`config.mk`:
```
export PLATFORM = sky130hd
export DESIGN_NAME = cm_config_sequencer
export DESIGN_NICKNAME = d
export VERILOG_FILES = /design/src/rtl/cm_config_sequencer.sv
export SDC_FILE = /design/constraint.sdc
export NUM_CORES = 1
export LEC_CHECK = 0
export BUFFER_PORTS_ARGS = -buffer_cell sky130_fd_sc_hd__buf_4
export CAP_MARGIN = 15
export CELL_PAD_IN_SITES_DETAIL_PLACEMENT = 2
export CELL_PAD_IN_SITES_GLOBAL_PLACEMENT = 2
export CORE_ASPECT_RATIO = 0.8
export CORE_MARGIN = 2
export CORE_UTILIZATION = 29
export CTS_CLUSTER_DIAMETER = 80
export DETAILED_ROUTE_END_ITERATION = 10
export PLACE_DENSITY_LB_ADDON = 0.12
export SETUP_SLACK_MARGIN = 0.02
export SYNTH_ARGS = -nofsm -noshare
export SYNTH_HDL_FRONTEND = slang
export SYNTH_SLANG_ARGS = --single-unit
```
`constraint.sdc`:
```
create_clock -name Clk -period 2.55 [get_ports Clk]
set_clock_uncertainty 0.05 [all_clocks]
set_input_delay 0.1275 -clock Clk [delete_from_list [all_inputs] [get_ports Clk]]
set_output_delay 0.1275 -clock Clk [all_outputs]
set_load 0.02 [all_outputs]
```
`src/rtl/cm_config_sequencer.sv`:
```
// Color Manager configuration bus master.
// Replays a fixed boot sequence after reset, then arbitrates round-robin between two requesters
// and issues each write as a one-cycle active-low strobe, waiting for an active-low acknowledge
// with a timeout.
// Optional feature macro: CM_CFG_RETRY_EN. When defined, a timed-out write is reissued up to
// MAX_RETRY times before it is dropped.
module cm_config_sequencer #(
    parameter int unsigned                    C_ADDR_WIDTH     = 4,
    parameter int unsigned                    C_DATA_WIDTH     = 16,
    parameter logic [C_ADDR_WIDTH-1:0]        ADDR_VGA_CONFIG  = C_ADDR_WIDTH'(1),
    parameter logic [C_ADDR_WIDTH-1:0]        ADDR_VGA_COLOR   = C_ADDR_WIDTH'(2),
    parameter logic [C_ADDR_WIDTH-1:0]        ADDR_VGA_QUADRAN = C_ADDR_WIDTH'(3),
    parameter logic [C_DATA_WIDTH-1:0]        BOOT_RES         = C_DATA_WIDTH'(0),
    parameter logic [C_DATA_WIDTH-3:0]        BOOT_COLOR_LU    = 14'h3FFF,
    parameter logic [C_DATA_WIDTH-3:0]        BOOT_COLOR_RU    = 14'h0FC0,
    parameter logic [C_DATA_WIDTH-3:0]        BOOT_COLOR_LD    = 14'h003F,
    parameter logic [C_DATA_WIDTH-3:0]        BOOT_COLOR_RD    = 14'h0000,
    parameter logic [C_DATA_WIDTH-1:0]        BOOT_QUAD        = C_DATA_WIDTH'(3),
    parameter int unsigned                    TIMEOUT          = 15,
    parameter int unsigned                    TIMEOUT_WIDTH    = 4,
    parameter int unsigned                    MAX_RETRY        = 2
) (
    input  logic                    Clk,
    input  logic                    Rst,
    input  logic                    Req_A_Valid,
    input  logic [C_ADDR_WIDTH-1:0] Req_A_Addr,
    input  logic [C_DATA_WIDTH-1:0] Req_A_Data,
    output logic                    Req_A_Ack,
    input  logic                    Req_B_Valid,
    input  logic [C_ADDR_WIDTH-1:0] Req_B_Addr,
    input  logic [C_DATA_WIDTH-1:0] Req_B_Data,
    output logic                    Req_B_Ack,
    output logic [C_ADDR_WIDTH-1:0] C_Addr,
    output logic [C_DATA_WIDTH-1:0] C_Data,
    output logic                    C_Valid,
    input  logic                    C_Rdy,
    output logic                    Busy,
    output logic                    Boot_Done,
    output logic                    Err_Timeout,
    output logic [3:0]              Err_Count
);

    typedef enum logic [2:0] {
        StBootIssue,
        StBootWait,
        StIdle,
        StIssue,
        StWait
    } state_e;

    localparam logic [TIMEOUT_WIDTH-1:0] LastWaitCnt = TIMEOUT_WIDTH'(TIMEOUT - 1);
    localparam logic [2:0]               BootLast    = 3'd5;

    state_e                    state_q, state_d;
    logic [2:0]                boot_idx_q, boot_idx_d;
    logic                      rr_q, rr_d;  // last granted requester: 0 = A, 1 = B
    logic [TIMEOUT_WIDTH-1:0]  wait_cnt_q, wait_cnt_d;
    logic [C_ADDR_WIDTH-1:0]   c_addr_q, c_addr_d;
    logic [C_DATA_WIDTH-1:0]   c_data_q, c_data_d;
    logic                      c_valid_q, c_valid_d;
    logic                      ack_a_q, ack_a_d;
    logic                      ack_b_q, ack_b_d;
    logic                      err_timeout_q, err_timeout_d;
    logic [3:0]                err_count_q, err_count_d;
    logic                      boot_done_q, boot_done_d;

    logic [C_ADDR_WIDTH-1:0]   boot_addr;
    logic [C_DATA_WIDTH-1:0]   boot_data;
    logic                      grant_b;
    logic                      finish;   // current write is complete (acked or dropped)
    logic                      drop;     // current write is abandoned after timeout
    logic                      reissue;  // current write is retried
    logic                      retry_ok;

`ifdef CM_CFG_RETRY_EN
    localparam int unsigned RetryW = (MAX_RETRY > 0) ? $clog2(MAX_RETRY + 1) : 1;
    localparam logic [RetryW-1:0] RetryMax = RetryW'(MAX_RETRY);

    logic [RetryW-1:0] retry_q, retry_d;

    // Retry counter: advances on each reissue, clears once a write finishes.
    always_comb begin
        retry_d = retry_q;
        if (reissue) begin
            retry_d = retry_q + 1'b1;
        end else if (finish) begin
            retry_d = '0;
        end
    end

    assign retry_ok = (retry_q != RetryMax);

    // Retry counter register.
    always_ff @(posedge Clk) begin
        if (Rst) begin
            retry_q <= '0;
        end else begin
            retry_q <= retry_d;
        end
    end
`else
    assign retry_ok = 1'b0;
`endif

    // Boot table lookup; colour entries carry the quadrant in the top two data bits.
    always_comb begin
        boot_addr = ADDR_VGA_COLOR;
        boot_data = '0;
        case (boot_idx_q)
            3'd0: begin
                boot_addr = ADDR_VGA_CONFIG;
                boot_data = BOOT_RES;
            end
            3'd1:    boot_data = {2'b00, BOOT_COLOR_LU};
            3'd2:    boot_data = {2'b01, BOOT_COLOR_RU};
            3'd3:    boot_data = {2'b10, BOOT_COLOR_LD};
            3'd4:    boot_data = {2'b11, BOOT_COLOR_RD};
            default: begin
                boot_addr = ADDR_VGA_QUADRAN;
                boot_data = BOOT_QUAD;
            end
        endcase
    end

    // Both valid: grant the requester that was not granted last.
    assign grant_b = Req_B_Valid && (!Req_A_Valid || !rr_q);

    // Next-state and registered-output computation.
    always_comb begin
        state_d       = state_q;
        boot_idx_d    = boot_idx_q;
        rr_d          = rr_q;
        wait_cnt_d    = wait_cnt_q;
        c_addr_d      = c_addr_q;
        c_data_d      = c_data_q;
        c_valid_d     = 1'b1;
        ack_a_d       = 1'b0;
        ack_b_d       = 1'b0;
        err_timeout_d = 1'b0;
        err_count_d   = err_count_q;
        boot_done_d   = boot_done_q;
        finish        = 1'b0;
        drop          = 1'b0;
        reissue       = 1'b0;

        // Shared acknowledge/timeout handling for both wait states.
        if (state_q == StBootWait || state_q == StWait) begin
            if (!C_Rdy) begin
                finish = 1'b1;
            end else if (wait_cnt_q == LastWaitCnt) begin
                if (retry_ok) begin
                    reissue = 1'b1;
                end else begin
                    drop   = 1'b1;
                    finish = 1'b1;
                end
            end else begin
                wait_cnt_d = wait_cnt_q + 1'b1;
            end
        end

        unique case (state_q)
            StBootIssue: begin
                c_valid_d  = 1'b0;
                c_addr_d   = boot_addr;
                c_data_d   = boot_data;
                wait_cnt_d = '0;
                state_d    = StBootWait;
            end
            StBootWait: begin
                if (reissue) begin
                    state_d = StBootIssue;
                end else if (finish) begin
                    if (boot_idx_q == BootLast) begin
                        boot_done_d = 1'b1;
                        state_d     = StIdle;
                    end else begin
                        boot_idx_d = boot_idx_q + 3'd1;
                        state_d    = StBootIssue;
                    end
                end
            end
            StIdle: begin
                if (Req_A_Valid || Req_B_Valid) begin
                    rr_d      = grant_b;
                    c_addr_d  = grant_b ? Req_B_Addr : Req_A_Addr;
                    c_data_d  = grant_b ? Req_B_Data : Req_A_Data;
                    ack_a_d   = !grant_b;
                    ack_b_d   = grant_b;
                    c_valid_d = 1'b0;
                    state_d   = StIssue;
                end
            end
            StIssue: begin
                wait_cnt_d = '0;
                state_d    = StWait;
            end
            StWait: begin
                if (reissue) begin
                    c_valid_d = 1'b0;
                    state_d   = StIssue;
                end else if (finish) begin
                    state_d = StIdle;
                end
            end
            default: state_d = StIdle;
        endcase

        if (drop) begin
            err_timeout_d = 1'b1;
            if (err_count_q != 4'hF) begin
                err_count_d = err_count_q + 4'd1;
            end
        end
    end

    // State and output registers with synchronous reset.
    always_ff @(posedge Clk) begin
        if (Rst) begin
            state_q       <= StBootIssue;
            boot_idx_q    <= '0;
            rr_q          <= 1'b0;
            wait_cnt_q    <= '0;
            c_addr_q      <= '0;
            c_data_q      <= '0;
            c_valid_q     <= 1'b1;
            ack_a_q       <= 1'b0;
            ack_b_q       <= 1'b0;
            err_timeout_q <= 1'b0;
            err_count_q   <= '0;
            boot_done_q   <= 1'b0;
        end else begin
            state_q       <= state_d;
            boot_idx_q    <= boot_idx_d;
            rr_q          <= rr_d;
            wait_cnt_q    <= wait_cnt_d;
            c_addr_q      <= c_addr_d;
            c_data_q      <= c_data_d;
            c_valid_q     <= c_valid_d;
            ack_a_q       <= ack_a_d;
            ack_b_q       <= ack_b_d;
            err_timeout_q <= err_timeout_d;
            err_count_q   <= err_count_d;
            boot_done_q   <= boot_done_d;
        end
    end

    assign C_Addr      = c_addr_q;
    assign C_Data      = c_data_q;
    assign C_Valid     = c_valid_q;
    assign Req_A_Ack   = ack_a_q;
    assign Req_B_Ack   = ack_b_q;
    assign Err_Timeout = err_timeout_q;
    assign Err_Count   = err_count_q;
    assign Boot_Done   = boot_done_q;
    assign Busy        = (state_q != StIdle);

endmodule

```
After elaboration in Yosys (flattened, before gate mapping)
Index checks and enable logic that the tools add are counted.
W data, S select, Z words.
{"block": "word_totals", "reg_bits": 40, "latchBits": 0, "mem_bits_rw": 0, "romBits": 0, "output_inout_bits": 30, "elab_cells": 75, "mem_count": 0}
{"block": "op_classes", "addsub": 3, "n_mul": 0, "n_div": 0, "magnitude_cmp": 0, "eq_ne": 15, "n_shift": 0, "mux": 21, "n_bitwise": 4, "reduce_logical": 20}
{"op": "$pmux W16 S5", "n": 1}
{"op": "$mux W16", "n": 2}
{"op": "$pmux W16 S2", "n": 1}
{"op": "$pmux W3 S5", "n": 1}
{"op": "$eq A3 B2 Y1 const B", "n": 4}
{"op": "$reduce_and A3 Y1", "n": 4}
{"op": "$eq A3 B3 Y1 const B", "n": 3}
{"op": "$mux W3", "n": 3}
{"op": "$add A4 B1 Y4 const B", "n": 2}
{"op": "$mux W4", "n": 2}
{"op": "$pmux W4 S2", "n": 1}
{"op": "$mux W1", "n": 7}
{"op": "$eq A3 B1 Y1 const B", "n": 2}
{"op": "$logic_not A3 Y1", "n": 2}
{"op": "$ne A2 B2 Y1 const B", "n": 3}
{"op": "$reduce_and A2 Y1", "n": 3}
{"op": "$reduce_or A3 Y1", "n": 2}
{"op": "$eq A4 B4 Y1 const B", "n": 1}
{"op": "$ne A4 B4 Y1 const B", "n": 1}
{"op": "$not A1 Y1", "n": 4}
{"op": "$pmux W2 S2", "n": 1}
{"op": "$reduce_or A4 Y1", "n": 1}
{"op": "$add A3 B1 Y3 const B", "n": 1}
{"op": "$logic_not A1 Y1", "n": 3}
{"op": "6 further kinds", "n": 8}

Depth between registers and ports, before layout
{"block": "logic_depth", "ltp_word": 6, "mapped_depth": 7}

Least setup slack after synthesis
No wires, ideal clock.
{"block": "synth_timing", "path_type": "flip-flop to flip-flop", "from": "reg boot_idx_q[0]", "to": "reg c_addr_q[1], in the netlist C_Addr[1]", "t_arrival_ns": 1.630, "required_ns": 2.384, "setup_slack_ns": 0.754, "path_stages_with_launch": 7, "path_buffers": 0, "period_less_slack_ns": 1.796, "path_cell_list": "dfxtp_1 > inv_1 > ha_1 > or3_1 > nor4b_1 > a2111oi_2 > a31o_1"}
{"block": "synth_via", "elab_chain_cells": 4, "elab_cells_between_ends": 8, "classes_between": "eq/ne (4); mux (2); reduce/logical (2)"}
{"item": "start: declaration", "line": "55", "rtl": "logic [2:0] boot_idx_q, boot_idx_d;"}
{"item": "start signal: assignment", "line": "234", "rtl": "boot_idx_q <= boot_idx_d;"}
{"item": "$eq A3 B3 Y1, or another cell as far along", "line": "109", "rtl": "case (boot_idx_q)"}
{"item": "$reduce_or A4 Y1 (no source line)"}
{"item": "$pmux W2 S2 (*)", "line": "109"}
{"item": "$pmux W4 S2 (*)", "line": "162", "rtl": "unique case (state_q)"}
{"item": "end signal: assignment", "line": "237", "rtl": "c_addr_q <= c_addr_d;"}
{"item": "end: declaration", "line": "58", "rtl": "logic [C_ADDR_WIDTH-1:0] c_addr_q, c_addr_d;"}
Every way passes the cells marked *; elsewhere a longest branch is shown, timed or not.
A chain may end at the register's enable or synchronous reset.

Worst setup path after layout
{"block": "layout_timing", "from": "reg boot_idx_q[1]", "to": "reg c_data_q[2], in the netlist C_Data[2]"}
{"block": "layout_via", "elab_chain_cells": 3, "elab_cells_between_ends": 7, "classes_between": "eq/ne (4); mux (2); reduce/logical (1)"}
{"item": "$eq A3 B3 Y1, or another cell as far along", "line": "109"}
{"item": "$pmux W16 S5 (*)", "line": "109"}
{"item": "$pmux W16 S2 (*)", "line": "162"}
{"item": "end signal: assignment", "line": "238", "rtl": "c_data_q <= c_data_d;"}
{"item": "end: declaration", "line": "59", "rtl": "logic [C_DATA_WIDTH-1:0] c_data_q, c_data_d;"}
Marks and branches as above.

==> results_tabular.tex <==
\begin{tabular}{lr}
\hline
Metric & Value \\
\hline
\multicolumn{2}{l}{\textbf{Status}} \\
Run status & finished, final reports clean \\
\multicolumn{2}{l}{\textbf{Clock tree}} \\
Latest clock arrival within the worst-skew pair & 0.29 ns \\
CTS root buffer & sky130\_fd\_sc\_hd\_\_clkbuf\_8 \\
TritonCTS clock tree & built \\
Clock edge transition at the registers on the reported setup and hold paths & 0.08 ns \\
Clock sink total & 40 \\
CTS Buf Count & 5 \\
Number of H-tree levels & 2 \\
Number of post-CTS setup repair buffers & 0 \\
Max clock buf depth & 2 \\
Number of hold-repair buffers added at the cts stage & 1 \\
Number of resized instances in the post-cts repair step & 0 \\
\multicolumn{2}{l}{\textbf{Setup path}} \\
Crit path capture type & flop \\
Slowest stage cell, crit path & sky130\_fd\_sc\_hd\_\_o31ai\_1 \\
Worst path top cell family by delay & compound AO/OA/AOI/OAI gates \\
Crit path kind & flop to flop \\
Required time of the worst setup path & 2.74 ns \\
CP startpoint kind & flop \\
Cell Chain, Critical Path & inv\_1 > ha\_1 > or3\_1 > a21oi\_1 > o31ai\_1 > o221a\_1 \\
Worst Path Arrival & 2.26 ns \\
CP Buf/Inv Count & 1 \\
CP max FO & 8 \\
Stage delay of the slowest cell on the critical path & 0.58 ns \\
\multicolumn{2}{l}{\textbf{Cells and area}} \\
Layout net count & 360 \\
Post-route cell area & 0.002869 mm² \\
FF/Latch Area & 800.8 µm² \\
Multi-input gate area in the final layout & 0.001240 mm² \\
Final non-filler cell total & 398 \\
Area growth syn-to-layout & 33.86\% \\
Commonest cells after routing, fill and taps aside & sky130\_fd\_sc\_hd\_\_buf\_4, sky130\_fd\_sc\_hd\_\_dfxtp\_1, sky130\_fd\_sc\_hd\_\_nand2\_1 \\
Ant. Diodes & 0 \\
Fraction of layout instances using a drive strength above 1 & 33.12\% \\
Most common cell after layout, fill and taps aside & sky130\_fd\_sc\_hd\_\_buf\_4 \\
Fill cell count & 847 \\
\multicolumn{2}{l}{\textbf{Power}} \\
Combinational share of power & 20.1\% \\
Switching Fraction & 27.86\% \\
P per Cell Area & 487.2 mW/mm² \\
Net switching power & 389.4 µW \\
Register share of total power & 48.2\% \\
Proportion of power drawn by the clock network & 31.7\% \\
Power Internal & 1.008 mW \\
Worst VDD drop & 0.1682 mV \\
P\_leak & 1.193 nW \\
\multicolumn{2}{l}{\textbf{Yosys}} \\
Async SR Flop Fraction & 0\% \\
Simple logic cell fraction of the synthesized area & 19.44\% \\
Average cell area after synthesis & 9.120 µm² \\
Fraction of the mapped netlist area in adder cells & 4.670\% \\
Number of instances in the synthesized netlist & 235 \\
Flop and latch count out of synthesis & 40 \\
Flip-flop cell with the highest count after synthesis & sky130\_fd\_sc\_hd\_\_dfxtp\_1 \\
Synth cell types & 58 \\
Share of the synthesized netlist area taken by xor and xnor gates & 4.086\% \\
Post-synth EDFFs & 0 \\
Share of the synthesized area in compound gates (AO/OA/AOI/OAI) & 23.64\% \\
Count of warnings emitted by yosys & 0 \\
Post-synthesis mux area share & 6.013\% \\
Main combinational cell family by area after synthesis & compound AO/OA/AOI/OAI gates \\
Sequential fraction of the synthesis area & 37.36\% \\
Nets in the synthesized netlist & 288 \\
Netlist Area Pre-Place & 0.002143 mm² \\
\multicolumn{2}{l}{\textbf{Routing}} \\
DRC violation count after routing & 0 \\
Antenna-violating nets left & 0 \\
Final wirelength & 6741 µm \\
Routed WL per cell & 16.94 µm \\
Drt pass-1 iters & 4 \\
Via/cell ratio & 5.113 \\
Initial detailed-routing violation count & 77 \\
Via count of the routed design & 2035 \\
\multicolumn{2}{l}{\textbf{Timing}} \\
Hold Violations, Final & 0 \\
RSZ-0062 raised after global routing & no \\
Setup Total Neg Slack & 0 ns \\
Measured slew at the worst slew-check pin & 0.6896 ns \\
Fin Hold WS & 0.06745 ns \\
Final critical-path share of the clock period & 81.17\% \\
Tmin final & 2.070 ns \\
Slew margin rel. & 53.98\% \\
Maximum operating frequency & 483.1 MHz \\
Final setup violating endpoints & 0 \\
Max-slew violation count & 0 \\
\multicolumn{2}{l}{\textbf{Placed design}} \\
Number of placed instances, taps included & 389 \\
Gp weighted congestion & 0.7402 \\
IO Port Bufs & 74 \\
DPL Wire Length & 5042 µm \\
Cell Area, Placed & 0.002769 mm² \\
\multicolumn{2}{l}{\textbf{Floorplanning}} \\
Die outline area & 0.008099 mm² \\
Core footprint & 0.007287 mm² \\
Horizontal die dimension & 100.1 µm \\
Initial Utilization & 29.41\% \\
Vertical die dimension & 80.90 µm \\
Row cnt & 28 \\
Number of placed I/O pins & 75 \\
\multicolumn{2}{l}{\textbf{GRT}} \\
Total GRT Usage & 17.03\% \\
Antenna violations before repair & 0 \\
Global-route wire length before repair & 10620 µm \\
Largest net degree at the start of global routing & 24 \\
Via count of the first global-routing pass & 1967 \\
Aggregate global routing overflow & 0 \\
\multicolumn{2}{l}{\textbf{Worst hold path}} \\
Class of the worst hold path & input port to flop \\
\multicolumn{2}{l}{\textbf{Job}} \\
Number of maximum-capacitance violations & 0 \\
\hline
\end{tabular}
## final timing paths
| path | startpoint | end | slack, ns | cells past startpoint |
|---|---|---|---|---|
| setup / recovery | boot_idx_q[1]$_SDFFE_PP0P_ | C_Data[2]$_SDFFE_PP0P_ | 0.48 | 6 |
| hold reg to reg | C_Data[15]$_SDFFE_PP0P_ | C_Data[15]$_SDFFE_PP0P_ | 0.41 | 2 |
| hold / removal | Req_B_Addr[3] | C_Addr[3]$_SDFFE_PP0P_ | 0.07 | 3 |
| setup reg to reg | boot_idx_q[1]$_SDFFE_PP0P_ | C_Data[2]$_SDFFE_PP0P_ | 0.48 | 6 |
## power by group through the flow
stage | combinational [mW] | sequential [mW] | clock, mW
after detailed placement | 0.281 | 0.690 | 0
after floorplan | 0.130 | 0.710 | 0
final | 0.280 | 0.674 | 0.443
after global placement | 0.275 | 0.688 | 0
after global routing | 0.304 | 0.679 | 0.485
after CTS | 0.285 | 0.675 | 0.459
## layer usage
| metal | share of wire, % | global-route usage, % |
|---|---|---|
| met1 | 49 | 23.65 |
| met2 | 45 | 26.89 |
| met3 | 4.3 | 3.442 |
| met4 | 0.98 | 4.932 |
| met5 | 0 | 0 |
## stage by stage
step,util [%],total power [mW],setup WS (ns)
final,39.37,1.398,0.4802
after global routing,39.37,1.467,0.2710
after CTS,39.37,1.419,0.4480
after detailed placement,38.00,0.9711,0.4804
after global placement,38.00,0.9630,0.6405
after floorplan,-,0.8396,0.7540
## sequential cells by signal, indices dropped and copies added (netlist names)
name         cells
Boot_Done        1
C_Valid          1
wait_cnt_q       4
state_q          3
rr_q             1
boot_idx_q       3
Err_Timeout      1
Err_Count        4
C_Addr           4
Req_B_Ack        1
C_Data          16
Req_A_Ack        1
## cell usage after synthesis (2+ instances only)
master / n / area share (%)
sky130_fd_sc_hd__dfxtp_1: 40 / 37
sky130_fd_sc_hd__nand2_1: 33 / 5.8
sky130_fd_sc_hd__a21oi_1: 23 / 5.4
sky130_fd_sc_hd__nor2_1: 20 / 3.5
sky130_fd_sc_hd__o221a_1: 10 / 5.3
sky130_fd_sc_hd__ha_1: 8 / 4.7
sky130_fd_sc_hd__buf_2: 7 / 1.6
sky130_fd_sc_hd__nand3_1: 6 / 1.4
sky130_fd_sc_hd__clkbuf_1: 5 / 0.88
sky130_fd_sc_hd__inv_1: 5 / 0.88
sky130_fd_sc_hd__mux2i_1: 5 / 2.3
sky130_fd_sc_hd__o21ai_1: 5 / 1.2
sky130_fd_sc_hd__mux2_1: 4 / 2.1
sky130_fd_sc_hd__nor3_1: 4 / 0.93
sky130_fd_sc_hd__a221oi_1: 3 / 1.2
sky130_fd_sc_hd__mux2_2: 3 / 1.6
sky130_fd_sc_hd__nand2b_1: 3 / 0.88
sky130_fd_sc_hd__xnor2_1: 3 / 1.2
sky130_fd_sc_hd__a211o_1: 2 / 0.82
sky130_fd_sc_hd__a21boi_1: 2 / 0.70
sky130_fd_sc_hd__buf_6: 2 / 1.1
sky130_fd_sc_hd__o211ai_1: 2 / 0.70
sky130_fd_sc_hd__o21ai_0: 2 / 0.47
sky130_fd_sc_hd__o2bb2ai_1: 2 / 0.82
sky130_fd_sc_hd__or3_1: 2 / 0.58
sky130_fd_sc_hd__xor2_1: 2 / 0.82
## logic make-up after synthesis
logic type                 after synthesis
AOI/OAI and AO/OA                       65
buffers and inverters                   21
DFF                                     40
and+or+nand+nor                         82
xor gates and xnor gates                 7
adders and majority gates                8
muxes                                   12
## cell type report
cell class / count / area share (%)
multi-input cells: 174 / 43.22
inverters: 6 / 0.7850
well taps: 90 / 3.925
clock buffers: 8 / 3.140
flip-flops and latches: 40 / 27.91
repair buffers: 80 / 21.02
## worst register-to-register path, cell delays in order (launching register included)
cell and delay, ns:
sky130_fd_sc_hd__dfxtp_1 0.34, sky130_fd_sc_hd__inv_1 0.09, sky130_fd_sc_hd__ha_1 0.32, sky130_fd_sc_hd__or3_1 0.24, sky130_fd_sc_hd__a21oi_1 0.09, sky130_fd_sc_hd__o31ai_1 0.58
sky130_fd_sc_hd__o221a_1 0.30
Note: power is estimated with default switching activity, not from simulation.
